--- config.mk ---
export PLATFORM = sky130hd
export DESIGN_NAME = mux_rr_stream
export DESIGN_NICKNAME = d
export VERILOG_FILES = /design/src/rtl/mux_pkg.sv /design/src/rtl/rr_arbiter.sv /design/src/rtl/mux_rr_stream.sv
export SDC_FILE = /design/constraint.sdc
export NUM_CORES = 1
export LEC_CHECK = 0
export ABC_AREA = 1
export CAP_MARGIN = 20
export CORE_UTILIZATION = 41
export CTS_CLUSTER_SIZE = 25
export DETAILED_ROUTE_END_ITERATION = 7
export GPL_TIMING_DRIVEN = 0
export PLACE_DENSITY = 0.78
export SLEW_MARGIN = 0
export SYNTH_ARGS = -nofsm -noshare
export SYNTH_HDL_FRONTEND = slang
export SYNTH_HIERARCHICAL = 1
export SYNTH_SLANG_ARGS = --single-unit
--- constraint.sdc ---
create_clock -name clk -period 5.1 [get_ports clk]
set_input_delay 0.765 -clock clk [delete_from_list [all_inputs] [get_ports clk]]
set_output_delay 0.765 -clock clk [all_outputs]
set_load 0.05 [all_outputs]
--- src/rtl/mux_pkg.sv ---
// Shared types and helpers for the round-robin stream multiplexer.
// Latency: n/a (package only).
// Backpressure: n/a (package only).
package mux_pkg;

    typedef enum logic [1:0] {
        MODE_MANUAL = 2'b00,
        MODE_FIXED  = 2'b01,
        MODE_RR     = 2'b10
    } mode_t;

    // Channel-index width for an n-channel mux.
    function automatic int idx_w(input int n);
        return (n < 2) ? 1 : $clog2(n);
    endfunction

endpackage

--- src/rtl/rr_arbiter.sv ---
// Picks one requesting channel by manual select, fixed priority or round-robin.
// Latency: combinational grant; last_grant updates on the edge after an advance.
// Backpressure: none here; the caller qualifies advance with its own load enable.
module rr_arbiter
    import mux_pkg::*;
#(
    parameter int N = 4
) (
    input  logic                    clk,
    input  logic                    reset,
    input  logic [N-1:0]            req,
    input  mode_t                   mode,
    input  logic [idx_w(N)-1:0]     sel,
    input  logic                    advance,
    output logic [idx_w(N)-1:0]     grant,
    output logic                    grant_valid
);
    localparam int SW = idx_w(N);
    localparam int PW = 2 ** SW;

    logic [SW-1:0] last_grant;
    logic [PW-1:0] req_pad;

    // Padding lets sel address indices >= N safely; those lanes never request.
    assign req_pad = PW'(req);

    always_comb begin
        grant       = '0;
        grant_valid = 1'b0;
        case (mode)
            MODE_FIXED: begin
                for (int i = N - 1; i >= 0; i--) begin
                    if (req[i]) begin
                        grant       = SW'(i);
                        grant_valid = 1'b1;
                    end
                end
            end
            MODE_RR: begin
                // Descending scan so the nearest channel after last_grant wins.
                for (int k = N; k >= 1; k--) begin
                    if (req[(int'(last_grant) + k) % N]) begin
                        grant       = SW'((int'(last_grant) + k) % N);
                        grant_valid = 1'b1;
                    end
                end
            end
            default: begin
                if ((int'(sel) < N) && req_pad[sel]) begin
                    grant       = sel;
                    grant_valid = 1'b1;
                end
            end
        endcase
    end

    always_ff @(posedge clk) begin
        if (reset) begin
            last_grant <= SW'(N - 1);
        end else if (advance && (mode == MODE_RR)) begin
            last_grant <= grant;
        end
    end

endmodule

--- src/rtl/mux_rr_stream.sv ---
// N-channel valid/ready stream mux with a single registered output stage.
// Latency: one clock from input acceptance to out_valid; full throughput.
// Backpressure: in_ready all-0 while the output word is stalled or during reset.
module mux_rr_stream
    import mux_pkg::*;
#(
    parameter int WIDTH = 4,
    parameter int N     = 4
) (
    input  logic                        clk,
    input  logic                        reset,
    input  mode_t                       mode,
    input  logic [idx_w(N)-1:0]         sel,
    input  logic [N-1:0][WIDTH-1:0]     in_data,
    input  logic [N-1:0]                in_valid,
    output logic [N-1:0]                in_ready,
    output logic [WIDTH-1:0]            out_data,
    output logic                        out_valid,
    input  logic                        out_ready,
    output logic [idx_w(N)-1:0]         out_chan
);
    localparam int SW = idx_w(N);

    logic [SW-1:0] grant;
    logic          grant_valid;
    logic          load_en;
    logic          xfer;

    assign load_en = !out_valid || out_ready;
    // A grant already implies in_valid[grant], so the handshake reduces to this.
    assign xfer    = !reset && load_en && grant_valid;

    assign in_ready = xfer ? (N'(1) << grant) : '0;

    rr_arbiter #(.N(N)) u_arb (
        .clk         (clk),
        .reset       (reset),
        .req         (in_valid),
        .mode        (mode),
        .sel         (sel),
        .advance     (xfer),
        .grant       (grant),
        .grant_valid (grant_valid)
    );

    always_ff @(posedge clk) begin
        if (reset) begin
            out_valid <= 1'b0;
            out_data  <= '0;
            out_chan  <= '0;
        end else if (xfer) begin
            out_valid <= 1'b1;
            out_data  <= in_data[grant];
            out_chan  <= grant;
        end else if (out_ready) begin
            out_valid <= 1'b0;
        end
    end

endmodule
==> results.json <==
{
  "min_from": "out_chan[1]$_SDFFE_PP0P_",
  "cpPeakStageDelay_ps": 800,
  "critPathRequiredTime_ps": 4340,
  "regArea_um2": 180.2,
  "diodes": 0,
  "grt_antenna_before_repair": 0,
  "die_h_um": 48.94,
  "p_per_area_nw_per_um2": 216.2,
  "nNetsFinal": 226,
  "tightest_slew_ps": 535.0,
  "cts_root_buf": "clkbuf_4",
  "cts_made_buffers": 3,
  "syn_area_per_cell_um2": 5.828,
  "cts_tree": "yes",
  "drt_wl_total_mm": 2.279,
  "cts_buffer_depth": 2,
  "synth_fp_nets": 184,
  "synth_edf_count": 0,
  "fin_tns_setup_ps": 0,
  "cp.arrival_ps": 3480,
  "finalHoldViolCount": 0,
  "fillers": 176,
  "drt-initial-drc-count": 9,
  "die_area_um2": 2395,
  "setup_viol": 0,
  "drcViolationCount": 0,
  "drtAntennaViolNets": 0,
  "cp-startpoint": "sel[0]",
  "row_count": 16,
  "cts_sinks": 9,
  "fin_util_pct": 66.03,
  "drive_gt1_share_pct": 13.78,
  "path_clk_slew_ps": 70,
  "grt_pass1_wl_mm": 3.960,
  "yosys.area.top_type_share_pct": 27.84,
  "wl_per_cell_um": 10.22,
  "max-vdd-ir-drop_mv": 0.2222,
  "place_congestion": 0.8546,
  "synth_top_area_cell": "nand2_1",
  "drt_pass1_iterations": 4,
  "finalMaxSlewViolations": 0,
  "grt_pass1_vias": 1009,
  "p_leak_uw": 0.0007093,
  "post_cts_buffers": 0,
  "hp-class": "reg -> reg",
  "netlist_instances": 155,
  "via_per_inst": 4.767,
  "synth_cell_types": 24,
  "ys.flop_type": "dfxtp_1",
  "port_buffers": 37,
  "pre_cts_ws_ps": 877.2,
  "place.detailed.hpwl_mm": 1.828,
  "crit_chain": "clkdlybuf4s50_1 -> nor2_1 -> o31ai_1 -> inv_1 -> o21ai_0 -> nand2_4 -> nor2_8 -> nand2_4 -> nor2_2 -> clkdlybuf4s50_1",
  "clk_latency_ps": 270,
  "criticalPathCategory": "in -> out",
  "htree_levels": 1,
  "overflow": 0,
  "regToRegStartpoint": "u_arb/last_grant[0]$_SDFFE_PP1P_",
  "syn-cell-area_um2": 903.4,
  "ys_ff_latch": 9,
  "cpMaxStageDelayCell": "clkdlybuf4s50_1",
  "die_w_um": 48.94,
  "ios": 38,
  "holdBufCountCts": 0,
  "multi_input_area_um2": 595.6,
  "synth_area_leaders": "nand2_1 (28%), dfxtp_1 (20%), nand3_1 (11%)",
  "critPathMaxFanout": 7,
  "worst_slack_ps": 856.2,
  "start_kind": "primary input",
  "end_kind": "output port",
  "grt_use_total_pct": 20.72,
  "async_flop_share_pct": 0,
  "slew_headroom_pct": 63.96,
  "area_delta_synth_final_pct": 47.78,
  "worst_hold_slack_ps": 449.8,
  "status": "complete, no violations",
  "vias": 1063,
  "core_um2": 2022,
  "fmax_ghz": 0.2356,
  "yosysWarnings": 6,
  "fin_worst_skew_ps": 12.60,
  "ctsResizeCount": 0,
  "rsz0062_at_grt": "false",
  "grt_max_degree": 11,
  "initial_core_util_pct": 44.68,
  "ys_seq_area_share_pct": 19.94,
  "min_period_ps": 4244,
  "finalCritPeriodShare_pct": 83.21,
  "drv_cap": 0
}
worst max-delay path: cells and delay by family:
family | cells | cell delay [ps]
and+or+nand+nor | 5 | 530
buffers and inverters | 3 | 1440
AOI/OAI and AO/OA | 2 | 740
registers in the layout (all words and copies together), names as in the netlist:
register,count
out_valid,1
u_arb/last_grant,2
out_data,4
out_chan,2
metrics by stage:
| stage | instance area [µm²] | instances | power [µW] |
|---|---|---|---|
| floorplan | 903.4 | 155 | 180.7 |
| global placement | 1308 | 219 | 229.0 |
| detailed placement | 1308 | 219 | 231.6 |
| CTS | 1335 | 223 | 291.0 |
| global route | 1335 | 223 | 306.8 |
| finish | 1335 | 223 | 288.6 |
metal layers:
metal / routed length [µm] / track usage [%]
met1: 1004 / 22.81
met2: 1138 / 39.58
met3: 106 / 4.050
met4: 30 / 5.882
met5: 0 / 0
cell usage in the layout, fill, tap and decap left out:
cell              n
a41oi_1           1
a21oi_2           1
o21ai_2           1
nand2_4           3
buf_6             3
inv_1            21
a21oi_1           3
clkbuf_4          3
nor2_8            1
o221ai_1          1
o211ai_1          1
nor2_1            2
clkinv_2          1
dfxtp_1           9
or2_1             1
clkdlybuf4s50_1  37
ha_1              2
a22oi_2           1
inv_2             3
nand2_2           7
o21ai_0           2
o31ai_1           1
nor2_2            3
nand2_1          67
nor4_1            1
nand3_1          19
clkinv_1          1
path summary, 6_finish.rpt:
check / endpoint / slack (ps) / cells past startpoint
max reg2reg: u_arb/last_grant[1]$_SDFFE_PP1P_ / 3230 / 10
min: out_chan[1]$_SDFFE_PP0P_ / 450 / 2
min reg2reg: out_chan[1]$_SDFFE_PP0P_ / 450 / 2
max: in_ready[2] / 860 / 10
power breakdown:
| part | switching (µW) | internal, µW | leakage [µW] |
|---|---|---|---|
| registers | 4.58 | 77.6 | 0.0000738 |
| clock network | 28.8 | 29.0 | 0.0000177 |
| logic | 88.6 | 60.1 | 0.000618 |
area by class of cell:
cell class	instances	area share, %
buffer	3	2.530
clock buffer	3	1.687
clock inverter	1	0.3749
inverter	25	7.029
multi-input combinational	118	44.61
sequential	9	13.50
tap	27	2.530
timing repair buffer	37	27.74
synth_stat cells (all sizes together) (2+ instances only):
cell type  instances
nand2             77
inv               24
nor2               6
buf                3
o21ai              3
ha                 2
dfxtp              9
nand3             19
a21oi              4
cells by family (layout without fill, tap and decap cells):
group | after synthesis | count (layout) | synth area share, %
AOI/OAI and AO/OA | 12 | 12 | 9.696
adders and majority gates | 2 | 2 | 2.770
buffers and inverters | 28 | 69 | 14.13
DFF | 9 | 9 | 19.94
and+or+nand+nor | 104 | 104 | 53.46
Note: power is estimated with default switching activity, not from simulation.
